**src/rtl/led_trail_pwm.sv**
```systemverilog
// led_trail_pwm: per-LED afterglow brightness (load on pattern, stepwise decay) rendered by a shared PWM counter.
// Build macro LED_TRAIL_GAMMA_EN switches the duty mapping from linear to a square-law curve.
module led_trail_lane #(
  parameter int LEVEL_BITS = 4
) (
  input  logic                  clk_in,
  input  logic                  reset,
  input  logic                  load_i,
  input  logic                  tick_i,
  input  logic [LEVEL_BITS-1:0] pwm_i,
  output logic                  led_o
);
  localparam logic [LEVEL_BITS-1:0] MAX = '1;

  logic [LEVEL_BITS-1:0] bri_q, bri_d, eff;
  logic                  led_q;

`ifdef LED_TRAIL_GAMMA_EN
  logic [2*LEVEL_BITS-1:0] sq;
  always_comb begin
    sq  = {{LEVEL_BITS{1'b0}}, bri_q} * {{LEVEL_BITS{1'b0}}, bri_q};
    // Full scale stays full so a held pattern bit keeps the LED solidly on.
    eff = (bri_q == MAX) ? MAX : LEVEL_BITS'(sq >> LEVEL_BITS);
  end
`else
  assign eff = bri_q;
`endif

  always_comb begin
    bri_d = bri_q;
    if (load_i)                     bri_d = MAX;
    else if (tick_i && bri_q != '0) bri_d = bri_q - 1'b1;
  end

  always_ff @(posedge clk_in) begin
    if (reset) begin
      bri_q <= '0;
      led_q <= 1'b0;
    end else begin
      bri_q <= bri_d;
      led_q <= (pwm_i < eff);
    end
  end

  assign led_o = led_q;
endmodule

module led_trail_pwm #(
  parameter int WIDTH      = 8,
  parameter int LEVEL_BITS = 4,
  parameter int DECAY_DIV  = 1000000
) (
  input  logic             clk_in,
  input  logic             reset,
  input  logic [WIDTH-1:0] pattern,
  output logic [WIDTH-1:0] led_out
);
  localparam int DIV_W = (DECAY_DIV > 1) ? $clog2(DECAY_DIV) : 1;
  localparam logic [LEVEL_BITS-1:0] PWM_LAST = {{(LEVEL_BITS-1){1'b1}}, 1'b0};

  logic [DIV_W-1:0]      dcnt_q, dcnt_d;
  logic [LEVEL_BITS-1:0] pwm_q, pwm_d;
  logic                  decay_tick;

  assign decay_tick = (dcnt_q == DIV_W'(DECAY_DIV - 1));

  // PWM period is MAX cycles (0..MAX-1) so level MAX is solid on and level b gives b highs.
  always_comb begin
    dcnt_d = decay_tick ? '0 : dcnt_q + 1'b1;
    pwm_d  = (pwm_q == PWM_LAST) ? '0 : pwm_q + 1'b1;
  end

  always_ff @(posedge clk_in) begin
    if (reset) begin
      dcnt_q <= '0;
      pwm_q  <= '0;
    end else begin
      dcnt_q <= dcnt_d;
      pwm_q  <= pwm_d;
    end
  end

  for (genvar g = 0; g < WIDTH; g++) begin : g_lane
    led_trail_lane #(.LEVEL_BITS(LEVEL_BITS)) u_lane (
      .clk_in (clk_in),
      .reset  (reset),
      .load_i (pattern[g]),
      .tick_i (decay_tick),
      .pwm_i  (pwm_q),
      .led_o  (led_out[g])
    );
  end
endmodule
```
**config.mk**
```make
export PLATFORM = sky130hd
export DESIGN_NAME = led_trail_pwm
export DESIGN_NICKNAME = d
export VERILOG_FILES = /design/src/rtl/led_trail_pwm.sv
export SDC_FILE = /design/constraint.sdc
export NUM_CORES = 1
export LEC_CHECK = 0
export CORE_ASPECT_RATIO = 0.75
export CORE_MARGIN = 2
export CORE_UTILIZATION = 60
export CTS_BUF_LIST = sky130_fd_sc_hd__clkbuf_16
export DETAILED_ROUTE_END_ITERATION = 10
export PLACE_DENSITY = 0.79
export SLEW_MARGIN = 15
export SYNTH_ARGS = -nofsm -noshare
export SYNTH_HDL_FRONTEND = slang
export SYNTH_SLANG_ARGS = --single-unit
```
**constraint.sdc**
```tcl
create_clock -name clk_in -period 2.45 [get_ports clk_in]
set_clock_uncertainty 0.2 [all_clocks]
set_input_delay 0.3675 -clock clk_in [delete_from_list [all_inputs] [get_ports clk_in]]
set_output_delay 0.3675 -clock clk_in [all_outputs]
set_load 0.01 [all_outputs]
```
# Word level (Yosys, flattened, before mapping)
# Cells that the tools add are included.
# op_classes
add_sub_neg	10
reduce_logical	26
n_lt_le_gt_ge	8
n_eq_ne	2
n_mux	16
# ops
cell	n
2-to-1 mux 4 bit	16
less-than comparator 4 bit	8
nonzero test 4 bit	8
subtractor 4 x 1 -> 4 bit (second input constant)	8
adder 20 x 1 -> 20 bit (second input constant)	1
equality test 20 bit (second input constant)	1
nonzero test 2 bit	8
logical AND 1 bit	8
adder 4 x 1 -> 4 bit (second input constant)	1
equality test 4 bit (second input constant)	1
OR reduction 2 bit	2
# totals
register_bits	64
elab_cells	80

# Longest topological paths before layout
# Gate-level depths: netlist of run 1.
# logic_depth
depth_word	4
ltp_mapped	9
mapped_depth_nobuf	6

# Cells and area by module
# From an unflattened synthesis of run 1, not the netlist that was laid out.
# unflattened
hier_cells	389
area_unflattened_um2	3445.8
# by_module_without_submodules
module	cells_each	seq_area_each_um2	n_inst	area_per_inst_um2
led_trail_lane	33	100.1	8	296.5
led_trail_pwm	125	480.5	1	1073.5

# Least setup slack after synthesis of run 1
# No wires, ideal clock.
# synth_path
path_kind	register to register
start	register dcnt_q[0]
end	register g_lane[4].u_lane.bri_q[1]
path_stages_with_launch	9
setup_slack_ns	0.499
arrival_ns	1.660
path_cell_list	dfxtp_1 ha_1 and3_1 buf_2 and4_1 clkbuf_1 buf_4 and3_1 a311oi_1
# synth_via
elab_chain_len	3
# synth_rtl
item	line_no	rtl
start, declared	61	logic [DIV_W-1:0] dcnt_q, dcnt_d;
start signal, assigned	78	dcnt_q <= dcnt_d;
equality test 20 bit	65	assign decay_tick = (dcnt_q == DIV_W'(DECAY_DIV - 1));
logical AND 1 bit	32	else if (tick_i && bri_q != '0) bri_d = bri_q - 1'b1;
nonzero test 2 bit (no line)	n/a	
end signal, assigned	40	bri_q <= bri_d;
end, declared	15	logic [LEVEL_BITS-1:0] bri_q, bri_d, eff;
# Every way passes these cells.
# A chain may end at the register's enable or synchronous reset.

# Worst setup path in the final report of run 1
# layout_path
start	register dcnt_q[14]
end	register g_lane[0].u_lane.bri_q[1]
# layout_via
elab_chain_len	3
# layout_rtl
item	line_no
equality test 20 bit	65
logical AND 1 bit	32
nonzero test 2 bit (no line)	n/a
end signal, assigned	40
end, declared	15
# Every way passes these cells.

==> metrics.csv, run 1 <==
stage,metric,value,unit
status,status,finished clean,
floorplanning,fp.coreArea,5946,um2
routing,drt_iter0_drc,248,
logic_synthesis,yosysUniqueCellTypes,41,
routing,antenna_left,0,
sta,report.final.slew_viol_count,0,
final_layout,multiInputGateArea,2117,um2
placed_design,portBuffers,17,
global_routing,grt_pass1_vias,3276,
worst_setup_path,end_kind,flip-flop,
worst_setup_path,path_delay_family,simple AND/OR/NAND/NOR gates,
clock_network,clk_path_buf_depth,2,
clock_network,cts-buffers-inserted,9,
worst_setup_path,reg2reg_slack,0.16,ns
placed_design,placed_area,3925,um2
worst_setup_path,crit_path_max_fanout,22,
logic_synthesis,syn_avg_cell_area,8.940,um2
logic_synthesis,seq_area_frac_synth,34.04,%
worst_setup_path,start_kind,flip-flop,
worst_setup_path,r2r_cells,5,
worst_setup_path,path_buf_inv,1,
logic_synthesis,synth-seq-cells,64,
sta,rsz0062_at_grt,false,
final_layout,drive_gt1_share,9.655,%
hold_path,holdPathStages,1,
clock_network,tritoncts,done,
sta,min_period,2.295,ns
logic_synthesis,synth_edf_count,0,
global_routing,antenna_found_initial,0,
clock_network,root_buffer,clkbuf_16,
clock_network,hold_buffers,0,
routing,drc,0,
floorplanning,num_io_pins,18,
floorplanning,chipWidth,95.45,um
worst_setup_path,worstPathRequired,2.46,ns
final_layout,regArea,1281,um2
floorplanning,die_h,72.59,um
routing,routedWlPerCell,17.68,um
final_layout,nets,475,
sta,hold_violations,0,
global_routing,grt_max_degree,27,
clock_network,cts_resized,0,
worst_setup_path,r2r-start,dcnt_q[14],
routing,viasPerCell,6.442,
sta,relSlewSlack,57.27,%
routing,vias,3305,
run,cap_violations,0,
hold_path,holdCritStartpoint,dcnt_q[0],
worst_setup_path,crit_chain,"nor4bb_2, and2_1, buf_4, a311oi_1, a311oi_1",
floorplanning,start_util,63.30,%
worst_setup_path,arrival,2.30,ns
sta,tns,0,ns
logic_synthesis,synth-async-reset-ratio,0,%
hold_path,holdPathEnd,dcnt_q[0],
final_layout,syn2layout_area_growth,14.73,%
worst_setup_path,slowest_delay,0.47,ns
power,power.total,3221,uW
sta,worst_pin_slew,0.6400,ns
clock_network,cts_setup_buffers,0,
sta,fmax,0.4358,GHz
worst_setup_path,worstSetupPathType,reg -> reg,
routing,wl,9071,um
hold_path,hold_class,reg -> reg,
logic_synthesis,synth_nets,466,
power,peakVddDrop,0.5373,mV
worst_setup_path,crit_top_cell,a311oi_1,
final_layout,fillers,448,
clock_network,clk_pin_slew,0.06,ns
floorplanning,die_area,6929,um2
logic_synthesis,yosysWarnings,0,
clock_network,insertion_delay,0.33,ns
sta,period_share,93.66,%
power,cellPowerDensity,745.9,nW/um2
sta,final-setup-viol-count,0,
worst_setup_path,worst-path-stages,5,
placed_design,dp_hpwl,5853,um
clock_network,cts.sinks,64,
global_routing,overflow,0,
worst_setup_path,rr_endpoint,g_lane[0].u_lane.bri_q[1],
final_layout,diodes,0,
floorplanning,rows,24,
logic_synthesis,synth_flop_cell,dfxtp_1,
placed_design,routabilityCongestion,0.8945,
routing,dr.pass1.iters,4,
worst_setup_path,cpMaxStageDelayCell,nor4bb_2,
final_layout,fin_area,4318,um2
global_routing,grt_usage,28.05,%
logic_synthesis,netlist_instances,421,
power,leakage,0.001810,uW
logic_synthesis,synth_area,3764,um2
clock_network,cts_max_level,3,
global_routing,grt_pass1_wl,15060,um
[where the power goes]
| group | switching [uW] | internal, uW | total, uW |
|---|---|---|---|
| Clock | 482 | 1200 | 1680 |
| Sequential | 61.3 | 1110 | 1170 |
| Combinational | 180 | 189 | 369 |
[layout make-up]
| class | instances | area share (%) |
|---|---|---|
| Clock buffer | 9 | 5.216 |
| Clock inverter | 7 | 3.883 |
| Inverter | 45 | 3.912 |
| Multi-Input combinational cell | 281 | 49.03 |
| Sequential cell | 64 | 29.67 |
| Tap cell | 78 | 2.260 |
| Timing Repair Buffer | 29 | 6.027 |
[synth_stat cells, types with 2 or more instances]
master | count | area, um2
buf_6 | 3 | 33.78
or3b_2 | 8 | 70.07
and2_1 | 3 | 18.77
buf_2 | 3 | 15.01
a21o_1 | 17 | 127.6
o211ai_1 | 8 | 60.06
buf_4 | 16 | 120.1
nand3_1 | 15 | 75.07
xor2_1 | 10 | 87.58
nand4_1 | 11 | 68.82
clkbuf_1 | 7 | 26.28
a21oi_1 | 10 | 50.05
o311a_1 | 15 | 150.1
a211oi_1 | 15 | 112.6
nor2_1 | 30 | 112.6
nand2b_1 | 8 | 50.05
a311oi_1 | 31 | 271.5
xnor2_1 | 2 | 17.52
or3_1 | 5 | 31.28
dfxtp_1 | 64 | 1281
buf_1 | 2 | 7.510
and4_1 | 4 | 35.03
inv_1 | 45 | 168.9
nor3_1 | 11 | 55.05
o21ai_0 | 6 | 30.03
ha_1 | 35 | 437.9
nand2_1 | 13 | 48.80
and3_1 | 11 | 68.82
[placed cells by master (no fill, tap or decap), types with 2 or more instances in the layout]
| cell type | n |
|---|---|
| a211oi_1 | 15 |
| a21o_1 | 17 |
| a21oi_1 | 10 |
| a311oi_1 | 31 |
| and2_1 | 3 |
| and3_1 | 11 |
| and4_1 | 4 |
| buf_4 | 12 |
| bufinv_16 | 5 |
| clkbuf_16 | 9 |
| clkdlybuf4s50_1 | 17 |
| clkinv_4 | 2 |
| dfxtp_1 | 64 |
| ha_1 | 35 |
| inv_1 | 45 |
| nand2_1 | 13 |
| nand2b_1 | 8 |
| nand3_1 | 15 |
| nand4_1 | 11 |
| nor2_1 | 30 |
| nor3_1 | 11 |
| o211ai_1 | 8 |
| o21ai_0 | 6 |
| o311a_1 | 15 |
| or3_1 | 5 |
| or3b_2 | 8 |
| xnor2_1 | 2 |
| xor2_1 | 10 |
[sequential cells by signal, summed over array words and instances (netlist names)]
signal	count
dcnt_q	20
pwm_q	4
g_lane.u_lane.bri_q	32
g_lane.u_lane.led_o	8
[worst max-delay path by stage]
stage / startpoint / end / slack [ns]
finish: dcnt_q[14] / g_lane[0].u_lane.bri_q[1] / 0.16
global route: dcnt_q[0] / g_lane[2].u_lane.bri_q[2] / 0.07
CTS: dcnt_q[0] / g_lane[0].u_lane.bri_q[1] / 0.23
detailed placement: dcnt_q[0] / g_lane[6].u_lane.bri_q[2] / 0.30
global placement: dcnt_q[0] / dcnt_q[6] / 0.39
floorplan: dcnt_q[0] / g_lane[4].u_lane.bri_q[1] / 0.50
[stage by stage]
stage	util, %	worst slack [ns]	hold slack [ns]	std cells
detailed placement	66.01	0.3046	0.2463	497
floorplan	-	0.4994	0.2260	421
global placement	66.01	0.3921	0.2363	497
finish	72.62	0.1553	0.2556	513
CTS	72.62	0.2315	0.2599	513
global route	72.62	0.07018	0.3056	513
[metal layers]
layer / up-vias / global-route usage, % / share of wire, %
li1: 1578 / - / -
met1: 1576 / 35.30 / 45
met4: 0 / 11.27 / 2.4
met2: 131 / 46.40 / 46
met5: - / 0 / 0
met3: 20 / 7.025 / 6.4
[cell families (layout without fill, tap and decap cells)]
kind of cell,Yosys count,after routing,synth area share [%]
mux,1,1,0.2660
simple gates,128,128,19.48
buf+inv,76,90,9.874
xor+xnor,12,12,2.793
fa+ha+maj,35,35,11.64
compound gates,105,105,21.91
flops,64,64,34.04
(Power assumes the default switching activity.)
==> inputs of run 2 (changes only) <==
Settings changed: ABC_AREA from default to 1.
==> run 2 against run 1 <==
  * Die area is 0.32% higher
  * Final area fell by 2.2%
  * Wire length shrank 10%
  * Critical endpoint is now g_lane[7].u_lane.bri_q[2]
==> metrics.csv, run 2 <==
stage,metric,value,unit
status,status,finished clean,
floorplanning,chipWidth,95.61,um
final_layout,mostFrequentLayoutCell,nor2_1,
routing,drt_iter0_drc,248,
floorplanning,num_io_pins,18,
clock_network,root_buffer,clkbuf_16,
floorplanning,die_area,6951,um2
hold_path,holdPathEnd,dcnt_q[0],
sta,tns,0,ns
final_layout,drive_gt1_share,6.180,%
final_layout,top_register,g_lane.u_lane.bri_q,
worst_setup_path,worstSetupPathType,reg -> reg,
power,leakage,0.001855,uW
power,peakVddDrop,0.4403,mV
final_layout,largest_reg_flops,32,
logic_synthesis,synth-seq-cells,64,
global_routing,grt_pass1_wl,13660,um
global_routing,grt_pass1_vias,3073,
power,cellPowerDensity,613.0,nW/um2
global_routing,grt_max_degree,31,
final_layout,nets,576,
global_routing,globalRouteMet2Util,41.34,%
hold_path,hold_class,reg -> reg,
global_routing,antenna_found_initial,0,
global_routing,grt-busiest-layer,met2,
global_routing,overflow,0,
worst_setup_path,end_kind,flip-flop,
routing,dr.pass1.iters,5,
routing,antenna_left,0,
global_routing,grt_usage,25.34,%
logic_synthesis,ys_top_cells_by_area,"dfxtp_1 34%, ha_1 12%, nor2_1 8.4%",
clock_network,hold_buffers,0,
sta,fmax,0.5176,GHz
worst_setup_path,arrival,1.94,ns
logic_synthesis,yosysUniqueCellTypes,26,
routing,vias,3340,
logic_synthesis,synth_area,3776,um2
final_layout,fin_area,4222,um2
worst_setup_path,cpMaxStageDelayCell,dfxtp_1,
clock_network,cts_max_level,3,
placed_design,portBuffers,17,
routing,routedWlPerCell,13.31,um
routing,drc,0,
sta,hold_violations,0,
floorplanning,fp.coreArea,5946,um2
floorplanning,start_util,63.51,%
clock_network,clk_path_buf_depth,2,
logic_synthesis,yosys.area.top_type,dfxtp_1,
logic_synthesis,synth_commonest_cells,"85 x nor2_1, 83 x nand2_1, 64 x dfxtp_1",
sta,min_period,1.932,ns
sta,worst_pin_slew,0.5759,ns
logic_synthesis,synth_top_cell_area_share,33.93,%
worst_setup_path,crit_path_max_fanout,8,
worst_setup_path,rr_endpoint,g_lane[7].u_lane.bri_q[2],
logic_synthesis,yosysWarnings,0,
worst_setup_path,reg2reg_slack,0.52,ns
worst_setup_path,r2r-start,dcnt_q[0],
floorplanning,rows,24,
clock_network,cts-buffers-inserted,9,
logic_synthesis,seq_area_frac_synth,33.93,%
sta,rsz0062_at_grt,false,
global_routing,grt_util_met1,33.27,%
sta,period_share,78.85,%
worst_setup_path,r2r_cells,6,
hold_path,holdCritStartpoint,dcnt_q[0],
sta,final-setup-viol-count,0,
placed_design,dp_hpwl,5813,um
placed_design,placed_area,3976,um2
final_layout,syn2layout_area_growth,11.80,%
placed_design,placedCellCount,598,
global_routing,use_met3,6.715,%
clock_network,cts_resized,0,
worst_setup_path,crit_chain,"ha_1, nand3_2, nor2_4, nand4_2, nor3_1, nor2_1",
routing,viasPerCell,5.458,
worst_setup_path,worstPathRequired,2.46,ns
final_layout,fin_cells,612,
clock_network,tritoncts,done,
logic_synthesis,syn_avg_cell_area,7.347,um2
logic_synthesis,netlist_instances,514,
clock_network,cts_setup_buffers,0,
clock_network,cts.sinks,64,
hold_path,holdPathStages,1,
logic_synthesis,synth_nets,559,
routing,wl,8144,um
logic_synthesis,post-synth-top-count-cell,nor2_1,
logic_synthesis,synth_edf_count,0,
placed_design,routabilityCongestion,0.9536,
run,cap_violations,0,
clock_network,clk_pin_slew,0.05,ns
final_layout,diodes,0,
sta,hold_ws,0.2508,ns
logic_synthesis,synth-async-reset-ratio,0,%
sta,relSlewSlack,61.55,%
clock_network,insertion_delay,0.32,ns
worst_setup_path,slowest_delay,0.35,ns
sta,report.final.slew_viol_count,0,
final_layout,layout_common_cells,"85 x nor2_1, 83 x nand2_1, 64 x dfxtp_1",
logic_synthesis,synth_flop_cell,dfxtp_1,
worst_setup_path,start_kind,flip-flop,
floorplanning,die_h,72.71,um
run 2: cell count changes after synthesis, sizes merged, moves of 15 or more:
cell | previous run | this run
a211oi | 15 | 0
a21o | 17 | 0
a311oi | 31 | 0
inv | 45 | 60
nand2 | 13 | 84
nand3 | 16 | 45
nor2 | 30 | 89
nor3 | 11 | 26
o311a | 15 | 0
run 2: worst max-delay path, delay by kind of cell, from the launching register on:
kind | cells | cell delay, ns
DFF | 1 | 0.35
adders and majority gates | 1 | 0.21
and+or+nand+nor | 5 | 1.05
run 2: area by class of cell:
class	instances	area (um2)
tap	78	97.59
timing repair buffer	20	192.7
multi-input combinational	374	2172
fill	484	1724
clock inverter	5	20.02
inverter	62	232.7
clock buffer	9	225.2
sequential	64	1281
run 2: through the flow:
| stage | power, uW | setup WS (ns) | util (%) |
|---|---|---|---|
| 3_5_place_dp | 1539 | 0.5436 | 66.88 |
| 5_1_grt | 2718 | 0.3506 | 71.00 |
| 6_report | 2588 | 0.5181 | 71.00 |
| 4_1_cts | 2606 | 0.5214 | 71.00 |
| 2_1_floorplan | 1438 | 0.8266 | - |
| 3_3_place_gp | 1516 | 0.6038 | 66.88 |
run 2: cells by family (layout without fill, tap and decap cells):
group | after synthesis | count (layout) | synth area share, %
xor+xnor | 21 | 21 | 4.871
compound gates | 50 | 50 | 7.787
simple gates | 268 | 268 | 33.27
fa+ha+maj | 35 | 35 | 11.60
flops | 64 | 64 | 33.93
buf+inv | 76 | 96 | 8.548
run 2: worst max-delay path by stage:
stage                           endpoint  slack (ns)  startpoint
2_1_floorplan  g_lane[0].u_lane.bri_q[2]        0.83   dcnt_q[0]
3_3_place_gp                    pwm_q[3]        0.60       reset
3_5_place_dp   g_lane[6].u_lane.bri_q[0]        0.54   dcnt_q[0]
4_1_cts        g_lane[6].u_lane.bri_q[0]        0.52   dcnt_q[0]
5_1_grt        g_lane[6].u_lane.bri_q[0]        0.35   dcnt_q[0]
6_report       g_lane[7].u_lane.bri_q[2]        0.52   dcnt_q[0]
run 2: report_power, final:
part	switching, uW	total, uW	internal, uW
Sequential	45.0	1150	1110
Clock	409	1060	654
Combinational	208	373	165
Total	662	2590	1930
run 2: metal layers:
layer,vias up,share of wire (%)
li1,1726,-
met1,1498,46
met2,104,46
met3,12,6.7
met4,0,1.1
met5,-,0
